File: src/rtl/cfg_lut_array.sv
// Array of CH programmable K-input lookup tables loaded through one serial,
// LSB-first configuration chain with an unconfigured/loading/ready lifecycle.
module cfg_lut_array #(
  parameter int K       = 4,
  parameter int CH      = 2,
  parameter int REG_OUT = 1
) (
  input  logic            clk,
  input  logic            rst_n,
  input  logic            cfg_start,
  input  logic            cfg_valid,
  input  logic            cfg_bit,
  output logic            cfg_ready,
  output logic            cfg_done,
  input  logic [CH*K-1:0] lut_in,
  output logic [CH-1:0]   lut_out,
  output logic            out_valid
);

  localparam int CFG_BITS = CH << K;
  localparam int CNT_W    = $clog2(CFG_BITS + 1);
  localparam int IDX_W    = $clog2(CFG_BITS);
  localparam int TBL      = 1 << K;

  typedef enum logic [1:0] {
    S_UNCONFIG = 2'd0,
    S_LOAD     = 2'd1,
    S_READY    = 2'd2
  } state_t;

  state_t              r_state;
  logic [CFG_BITS-1:0] r_cfg;
  logic [CNT_W-1:0]    r_cnt;
  logic                r_done;

  logic                w_accept;
  logic                w_last;
  logic                w_ready_st;
  logic [CH-1:0]       w_f;

  // A start request always takes priority over a bit offered in the same cycle.
  assign w_accept   = (r_state == S_LOAD) && cfg_valid && !cfg_start;
  assign w_last     = (r_cnt == CNT_W'(CFG_BITS - 1));
  assign w_ready_st = (r_state == S_READY);

  always_ff @(posedge clk) begin
    if (!rst_n) begin
      r_state <= S_UNCONFIG;
      r_cfg   <= '0;
      r_cnt   <= '0;
      r_done  <= 1'b0;
    end else begin
      r_done <= 1'b0;
      if (cfg_start) begin
        r_state <= S_LOAD;
        r_cnt   <= '0;
      end else if (w_accept) begin
        r_cfg[r_cnt[IDX_W-1:0]] <= cfg_bit;
        if (w_last) begin
          r_state <= S_READY;
          r_done  <= 1'b1;
          r_cnt   <= '0;
        end else begin
          r_cnt <= r_cnt + 1'b1;
        end
      end
    end
  end

  assign cfg_ready = (r_state == S_LOAD);
  assign cfg_done  = r_done;

  for (genvar gi = 0; gi < CH; gi++) begin : g_lut
    logic [TBL-1:0] w_tbl;
    assign w_tbl   = r_cfg[gi*TBL +: TBL];
    assign w_f[gi] = w_tbl[lut_in[gi*K +: K]];
  end

  if (REG_OUT != 0) begin : g_reg_out
    logic [CH-1:0] r_lut;
    logic          r_valid;

    always_ff @(posedge clk) begin
      if (!rst_n) begin
        r_lut   <= '0;
        r_valid <= 1'b0;
      end else begin
        r_lut   <= w_f;
        r_valid <= w_ready_st;
      end
    end

    // Gate with the delayed state so a table sampled before the last bit landed never leaks out.
    assign lut_out   = r_lut & {CH{r_valid}};
    assign out_valid = r_valid;
  end else begin : g_comb_out
    assign lut_out   = w_f & {CH{w_ready_st}};
    assign out_valid = w_ready_st;
  end

endmodule

File: config.mk
export PLATFORM = sky130hd
export DESIGN_NAME = cfg_lut_array
export DESIGN_NICKNAME = d
export VERILOG_FILES = /design/src/rtl/cfg_lut_array.sv
export SDC_FILE = /design/constraint.sdc
export NUM_CORES = 1
export LEC_CHECK = 0
export CELL_PAD_IN_SITES_DETAIL_PLACEMENT = 0
export CELL_PAD_IN_SITES_GLOBAL_PLACEMENT = 1
export CORE_ASPECT_RATIO = 1.75
export CORE_UTILIZATION = 40
export CTS_BUF_LIST = sky130_fd_sc_hd__clkbuf_2
export DETAILED_ROUTE_END_ITERATION = 10
export GPL_TIMING_DRIVEN = 0
export PLACE_DENSITY = 0.84
export SYNTH_ARGS = -nofsm -noshare
export SYNTH_HDL_FRONTEND = slang
export SYNTH_SLANG_ARGS = --single-unit
File: constraint.sdc
create_clock -name clk -period 4.38 [get_ports clk]
set_input_delay 0.876 -clock clk [delete_from_list [all_inputs] [get_ports clk]]
set_output_delay 0.876 -clock clk [all_outputs]
set_load 0.01 [all_outputs]
* Word-level counts from Yosys, hierarchy flattened
Cells that the tools add are included.
Storage, ports and cells: register bits after elaboration 44, input port bits 13
Cells by class: add/sub/neg operators 1, $lt $le $gt $ge 4, equality and inequality tests 3, muxes and demuxes 12, bitwise operators 4, reduce and logical (&&, ||, !) cells 11
Operator list (count):
- bitwise mux 32 bit | 1
- < comparator 4 x 5 -> 1 bit (second input constant) | 2
- binary-select mux 1 bit (select 4 bit) | 2
- two-way mux 1 bit | 7
- adder 6 x 1 -> 6 bit (second input constant) | 1
- == test 6 x 5 -> 1 bit (second input constant) | 1
- < comparator 5 x 6 -> 1 bit (second input constant) | 1
- two-way mux 6 bit | 1
- AND reduction 2 bit | 3
- demux 1 bit (select 5 bit) | 1
- greater-or-equal comparator 5 x 1 -> 1 bit (second input constant) | 1
- nonzero test 2 bit | 2
- logical AND 1 bit | 3
- NOT 1 bit | 3
- OR reduction 3 bit | 1
- AND 2 bit | 1
- == test 2 x 1 -> 1 bit (second input constant) | 1
- == test 2 bit (second input constant) | 1
- OR reduction 2 bit | 1
- zero test 1 bit | 1

* Logic depth before layout (Yosys ltp)
depth after elaboration 5, gate-level depth with buffers 6, gate-level depth less buffers 5

* Worst setup path after synthesis
OpenSTA, ideal clock, no wires.
kind input port to flip-flop, start input cfg_start, end register r_cfg[19], arrival 1.978 ns, path slack 2.281 ns, stages on the path 5, buffers on the path 1, path through and4bb_2 buf_6 nand2_4 or4b_1 mux2i_1
On the way: cells in the longest elaborated chain, start to end 3
Ends and longest elaborated chain:
- start: declaration | line 10 | input logic cfg_start,
- zero test 1 bit | line 42 | assign w_accept = (r_state == S_LOAD) && cfg_valid && !cfg_start;
- logical AND 1 bit | line 42
- AND reduction 2 bit (no source line) *
- end signal: indexed assignment | line 58 | r_cfg[r_cnt[IDX_W-1:0]] <= cfg_bit;
- end: declaration | line 32 | logic [CFG_BITS-1:0] r_cfg;
Mark *: on every way between the ends. The rest lies on a longest branch, timed or not. A chain may end at the register's enable or synchronous reset.

* Worst setup path in the final report
start register r_state[0], end output cfg_ready
On the way: cells in the longest elaborated chain, start to end 1
Ends and longest elaborated chain:
- start: declaration | line 31 | state_t r_state;
- start signal: assignment | line 48 | r_state <= S_UNCONFIG;
- start signal: assignment | line 55 | r_state <= S_LOAD;
- start signal: assignment | line 60 | r_state <= S_READY;
- == test 2 x 1 -> 1 bit | line 70 | assign cfg_ready = (r_state == S_LOAD);
- end: declaration | line 13 | output logic cfg_ready,
No other way between the ends.

==> flow_summary.yaml <==
global_route:
  grt-ovfl-total: 0
  first_global_vias: 1720
  grt_pass1_wl_um: 8290
  antenna_found_initial: 0
  grt_max_degree: 15
  grt_usage_pct: 18.7
power:
  totalPowerFinal_uw: 636
  power_density_nw_per_um2: 251
  ir_worst_vdd_mv: 0.131
  power_leakage_uw: 0.00106
worst_setup_path:
  cp_num_buf_inv: 1
  r2r-start: "r_cnt[0]$_SDFFE_PP0P_"
  crit_required_ns: 3.50
  startpoint: "r_state[0]$_SDFFE_PN0P_"
  cp_max_fo: 4
  cpLargestDelayFamily: "buffers and inverters"
  slowest_stage: "clkdlybuf4s50_1"
  cp_data_arrival_time_ns: 1.49
  critical_path_class: "flop to output port"
  cpPeakStageDelay_ns: 0.54
  path_cells: "nor2b_1 > clkdlybuf4s50_1"
  critPathLaunchType: "flop"
  worstSetupEndpointType: "output port"
layout:
  multiInputGateArea_um2: 1280
  syn_to_final_growth_pct: 12.3
  seq_area_um2: 881
  drive_gt1_share_pct: 7.28
  stdcell_area_um2: 2530
  final_common_cell: "dfxtp_1"
  final_core_util_pct: 47.4
  fillers: 535
  diodes: 0
  final_cell_mix: "dfxtp_1 (44), mux2i_1 (38), nand3_1 (33), nor2b_1 (30), clkbuf_1 (17)"
  nNetsFinal: 277
timing:
  worst_clock_skew_ns: 0.0364
  fin_crit_sh_pct: 54.1
  max_freq_mhz: 422
  worst_slew_pin_slew_ns: 0.522
  rsz0062_at_grt: "false"
  finalHoldViolCount: 0
  setup_viol: 0
  setup_tns_ns: 0
  period_minus_slack_ns: 2.37
  final_max_slew_viol_count: 0
  slew_headroom_pct: 65.2
clock_tree:
  cts_buffers: 5
  cts_buffer_depth: 2
  cts_max_level: 2
  cts_root_buf: "clkbuf_2"
  cts_setup_buffers: 0
  cts_hold_buf: 0
  clkSinkCount: 44
  clock_latency_ns: 0.43
  cts_tree: "built"
  ctsResizeCount: 0
  clkSlewWorstSetupHoldPaths_ns: 0.25
placement:
  hpwl_um: 3620
  gp_congestion: 0.850
  placed_area_um2: 2490
  port_buffers: 14
synth:
  synthCells: 239
  synth.yosys.warnings: 0
  synth.avg_cell_area_um2: 9.44
  syn_area_um2: 2260
  synth_cell_types: 34
  syn_nets: 256
  synth_largest_type_area_fraction_pct: 39.0
  synth_top_cells_by_area: "dfxtp_1 (39%), mux2i_1 (17%), nor2b_1 (8.3%)"
  yosysTopAreaCell: "dfxtp_1"
  yosys_register_bits: 44
  ys_seq_area_share_pct: 39.0
floorplan:
  die_area_um2: 5960
  std_cell_rows: 35
  die_w_um: 58.8
  design.core.area_um2: 5340
  ioPinCount: 18
  die_h_um: 101
  initial_core_util_pct: 42.2
detailed_routing:
  via_per_inst: 5.14
  via_count: 1722
  drt-initial-drc-count: 34
  routedWlPerCell_um: 14.6
  postRouteAntennaNets: 0
  routed_wl_um: 4890
  drc: 0
  dr.pass1.iters: 4
status:
  status: "completed"
job:
  cap_violations: 0
min_path:
  hold_path_startpoint: "r_state[0]$_SDFFE_PN0P_"
  hold_path_class: "flop to flop"
==> per-layer routing <==
layer	vias up	wire length, µm	GRT usage (%)
met5	-	0	0
met1	804	2040	21.2
met4	0	145	9.89
li1	878	-	-
met2	27	2560	32.6
met3	13	138	3.32
==> where the power goes <==
group	switching [µW]	total, µW	internal (µW)
registers	1.15	405	404
clock network	141	180	38.7
logic	27.2	51.1	23.8
==> cell families after synthesis <==
| family | synth area share, % |
|---|---|
| XOR/XNOR | 0.776 |
| AND/OR/NAND/NOR | 28.5 |
| flip-flops | 39.0 |
| multiplexers | 21.3 |
| AO/OA/AOI/OAI | 4.05 |
| adder cells (fa/ha/maj) | 2.22 |
| buffers and inverters | 4.10 |
==> worst register-to-register path: stages, from the launching register on <==
cell and delay, ns:
dfxtp_1 0.49, ha_1 0.39, nand2_4 0.12, or4b_1 0.57
mux2i_1 0.14
==> final cells by class <==
type                       instances  share of cell area [%]
multi-input combinational        173                    50.7
sequential                        44                    34.8
timing repair buffer              14                    5.53
tap                               74                    3.65
buffer                            20                    3.36
clock buffer                       5                   0.988
clock inverter                     3                   0.741
inverter                           2                   0.296
==> worst paths after layout <==
| check | slack [ns] | cells after the start | endpoint |
|---|---|---|---|
| worst max-delay path | 2.01 | 2 | cfg_ready |
| worst min-delay path | 0.44 | 1 | out_valid$_SDFF_PN0_ |
| worst max register to register | 2.61 | 4 | r_cfg[19]$_SDFFE_PN0P_ |
| worst min register to register | 0.44 | 1 | out_valid$_SDFF_PN0_ |
==> Yosys cell counts <==
cell and count:
buf_2 2, inv_1 2, nor3b_1 3, o21ai_0 2, and2_1 3, or4_1 1, and4bb_2 1, dfxtp_1 44
mux2i_1 38, mux2_2 1, nand2_1 12, nand3b_1 3, nor2b_1 30, nor2_1 5, nand3_1 33, o22ai_1 2
nor3_1 2, and3b_1 3, o311ai_0 2, buf_6 1, and3_1 1, clkbuf_1 17, and4b_1 1, mux4_2 4
nand4_1 2, or4b_1 2, a21oi_1 4, ha_1 4, nand2_4 1, nand2b_1 6, xor2_1 2, o41ai_1 1
or3b_2 1, o211ai_1 3
==> state kept, by name, indices dropped and copies added, names as in the netlist <==
register,flops
cfg_done,1
g_reg_out.r_lut,2
out_valid,1
r_cfg,32
r_cnt,6
r_state,2
==> metrics by stage <==
stage / instances / worst slack [ns] / hold WS [ns]
5_1_grt: 335 / 1.88 / 0.503
6_report: 335 / 2.01 / 0.436
3_5_place_dp: 327 / 1.71 / 0.432
2_1_floorplan: 239 / 2.28 / 0.412
4_1_cts: 335 / 1.98 / 0.445
3_3_place_gp: 327 / 1.71 / 0.435
No activity file was read; power rests on OpenSTA's default activity.
==> edit 1: new RTL, config.mk and constraints unchanged <==
One comparison of `r_cnt` changes from == to >=.
--- a/src/rtl/cfg_lut_array.sv
+++ b/src/rtl/cfg_lut_array.sv
@@ -40,7 +40,7 @@
 
   // A start request always takes priority over a bit offered in the same cycle.
   assign w_accept   = (r_state == S_LOAD) && cfg_valid && !cfg_start;
-  assign w_last     = (r_cnt == CNT_W'(CFG_BITS - 1));
+  assign w_last     = (r_cnt >= CNT_W'(CFG_BITS - 1));
   assign w_ready_st = (r_state == S_READY);
 
   always_ff @(posedge clk) begin
Behaviour: no difference found for any inputs over 10 cycles, from zero or initial values and one cycle with rst_n low; that may be too few to reach the edited logic, so the function may still have changed.
==> edit 1 against the original RTL <==
- power fell by 1.7%
- sequential cell count did not move
- die area is 1.6% higher
- first-iteration DRC count down 15%
- cell count unchanged
- fmax shrank 0.24%
- core utilization fell by 0.95 points
- final area rose by 1.6%
- synthesized cell count is 0.84% lower
- wire length fell by 2.4%
- sequential power about the same
- setup slack got worse by 0.0058 ns
- sequential share of layout area down 0.56 points
- area after synthesis increased by 1.7%
- highest routed layer unchanged
==> edit 1: results (changes against the original RTL) <==
met2 usage 33.4% (was 32.6%); commonest cells in the netlist 44 x dfxtp_1, 39 x mux2i_1, 35 x nand3_1, 35 x nor2b_1, 11 x clkbuf_1 (was 44 x dfxtp_1, 38 x mux2i_1, 33 x nand3_1); P_leak 1.10 nW (was 1.06 nW); Worst IR Drop VDD 0.000131 V (about the same); largest net degree at the start of global routing 13 (was 15); count of filler cells inserted in the layout 562 (was 535); portion of netlist area occupied by mux cells 21.4% (was 21.3%); Antenna Cells 0 (unchanged); Max transition margin 65.4% (was 65.2%); insertion delay to the later sink of the worst-skew pair 0.41 ns (was 0.43 ns); first-pass GRT wire length 7820 um (was 8290 um); Worst path max stage delay 0.52 ns (was 0.54 ns); global routing usage on met1 18.6% (was 21.2%); DRC violation total after the first TritonRoute iteration 29 (was 34); CTS Buf Count 5 (unchanged); routed length per instance 14.2 um (was 14.6 um); total length of routed met2 wires 2620 um (was 2560 um); CP Max Fanout 3 (was 4); number of placed instances, taps included 328 (was 327); Max Cap Viol 0 (unchanged); number of nets in the finished design 276 (was 277); arithmetic-cell share of the synthesized area counting full adders, half adders and majority gates 2.18% (was 2.22%); overall routing resource usage 17.5% (was 18.7%); number of global-route vias before repair 1,664 (was 1,720); Sw Ratio 24.9% (was 26.7%); compound-gate portion of the synthesized area 3.76% (was 4.05%); Placement Setup Slack 1.93 ns (was 1.71 ns); Vias/cell 4.99 (was 5.14); buffers added on ports 15 (was 14); sequential share of power 64.7% (was 63.7%); setup clock skew after layout 0.0297 ns (was 0.0364 ns); overall power 0.625 mW (was 0.636 mW); HPWL reported at the end of detailed placement 3550 um (was 3620 um); clock transition at the registers of the reported paths 0.18 ns (was 0.25 ns); cell count after synthesis 237 (was 239); syn_nets 254 (was 256); met3 track utilization from global routing 2.66% (was 3.32%); number of library cell types mapped by synthesis 38 (was 34); Routed met3 length 73 um (was 138 um); sequential area share after synthesis 38.4% (was 39.0%); placed instance area 2540 um2 (was 2490 um2); top post-synthesis cells by area dfxtp_1 38%, mux2i_1 17%, nor2b_1 9.5% (was dfxtp_1 39%, mux2i_1 17%, nor2b_1 8.3%); routability-driven placement congestion ratio 0.771 (was 0.850); outcome complete, no violations (unchanged)
-- edit 1: cell types whose count changed in the layout (fill, tap and decap cells not counted), sizes merged, moves of 3 or more --
cell    before  now
nor2b       30   35
nand2       13    6
buf          3   10
a21oi        4    1
nor2         5    8
clkbuf      22   17
-- edit 1: area by class of cell --
type,count,area (um2),area share [%]
buffer,21,131,5.10
multi-input combinational,170,1270,49.5
timing repair buffer,15,150,5.83
clock inverter,1,5.00,0.194
clock buffer,6,30.0,1.17
sequential,44,881,34.2
tap,76,95.1,3.69
inverter,2,7.51,0.292
-- edit 1: worst paths after layout --
kind,startpoint,depth (start not counted),to,slack (ns)
hold reg to reg,r_state[0],1,out_valid,0.45
setup / recovery,out_valid,2,lut_out[0],2.00
setup reg to reg,r_cnt[0],5,r_cfg[3],2.62
hold / removal,r_state[0],1,out_valid,0.45
-- edit 1: worst max-delay path, delay by kind of cell, from the launching register on --
family	cells	cell delay [ns]
buffers and inverters	1	0.52
AND/OR/NAND/NOR	1	0.15
flip-flops	1	0.44
==> edit 2: new RTL, config.mk and constraints unchanged <==
Without the edit above. The parameter `K` goes from 4 to 3.
--- a/src/rtl/cfg_lut_array.sv
+++ b/src/rtl/cfg_lut_array.sv
@@ -1,7 +1,7 @@
 // Array of CH programmable K-input lookup tables loaded through one serial,
 // LSB-first configuration chain with an unconfigured/loading/ready lifecycle.
 module cfg_lut_array #(
-  parameter int K       = 4,
+  parameter int K       = 3,
   parameter int CH      = 2,
   parameter int REG_OUT = 1
 ) (
Ports: changed (resized lut_in); port bits go from 18 to 16. No check against the original RTL was run, so the function may have changed too.
==> edit 2 against the original RTL <==
- power down 40%
- via count is 42% lower
- setup slack got worse by 0.090 ns
- core utilization is 1.6 points higher
- wire length down 48%
- area after synthesis down 43%
- fmax down 3.6%
- final area down 40%
- sequential power fell by 38%
- register-to-register slack improved by 0.16 ns
- critical path depth unchanged
- synthesized cell count shrank 43%
- sequential cell count shrank 17
==> edit 2: results (changes against the original RTL) <==
routed length per instance 12.7 um (was 14.6 um); Seq/total area 35.5% (was 34.8%); full die area 3480 um2 (was 5960 um2); number of library cell types mapped by synthesis 31 (was 34); Final Routed Wirelength 2520 um (was 4890 um); htree depth 1 (was 2); outcome complete, no violations (unchanged); registers with the highest flip-flop counts r_cfg x16, r_cnt x5 (was r_cfg x32, r_cnt x6); routability-driven placement congestion ratio 0.715 (was 0.850); portion of netlist area occupied by mux cells 17.6% (was 21.3%); multi-input logic area 706 um2 (was 1280 um2); sequential area share after synthesis 41.7% (was 39.0%); layout buffering overhead excluding clock cells 12.4% (was 8.89%); XOR/XNOR Fraction of Synth Area 0.676% (was 0.776%); Non-clk invs 3 (was 2); number of global-route vias before repair 994 (was 1,720); overall routing resource usage 16.5% (was 18.7%); Sw Ratio 25.2% (was 26.7%); CTS Buf Count 3 (was 5); setup clock skew after layout 0.00674 ns (was 0.0364 ns); CTS Sinks 27 (was 44); first-pass GRT wire length 4330 um (was 8290 um); total area of sequential cells 541 um2 (was 881 um2); internal power of the cells 0.287 mW (was 0.466 mW); top post-synthesis cells by area dfxtp_1 42%, mux2i_1 12%, nand2_1 5.8% (was dfxtp_1 39%, mux2i_1 17%, nor2b_1 8.3%); Placement Setup Slack 1.91 ns (was 1.71 ns)
==> edit 2: worst reg2reg max path, cell delays in order (launching register included) <==
cell,delay [ns]
dfxtp_1,0.49
ha_1,0.30
nand3_1,0.12
nor3_1,0.49
and2_1,0.20
==> edit 2: path summary, 6_finish.rpt <==
path / from / endpoint / slack (ns) / cells past startpoint
hold / removal: r_cfg[0] / r_cfg[0] / 0.47 / 2
setup reg to reg: r_cnt[0] / cfg_done / 2.77 / 4
hold reg to reg: r_cfg[0] / r_cfg[0] / 0.47 / 2
setup / recovery: r_state[0] / cfg_ready / 1.92 / 2
==> edit 2: cell families after synthesis <==
group	after synthesis
xor gates and xnor gates	1
DFF	27
AOI/OAI and AO/OA	11
buffers and inverters	10
muxes	20
and+or+nand+nor	64
adders and majority gates	4
==> edit 2: per-layer routing <==
metal / up-vias / global-route usage, % / wire length [um]
met3: 5 / 1.41 / 58
met4: 0 / 6.36 / 43
met2: 15 / 29.4 / 1370
met1: 467 / 19.2 / 1050
li1: 515 / - / -
met5: - / 0 / 0
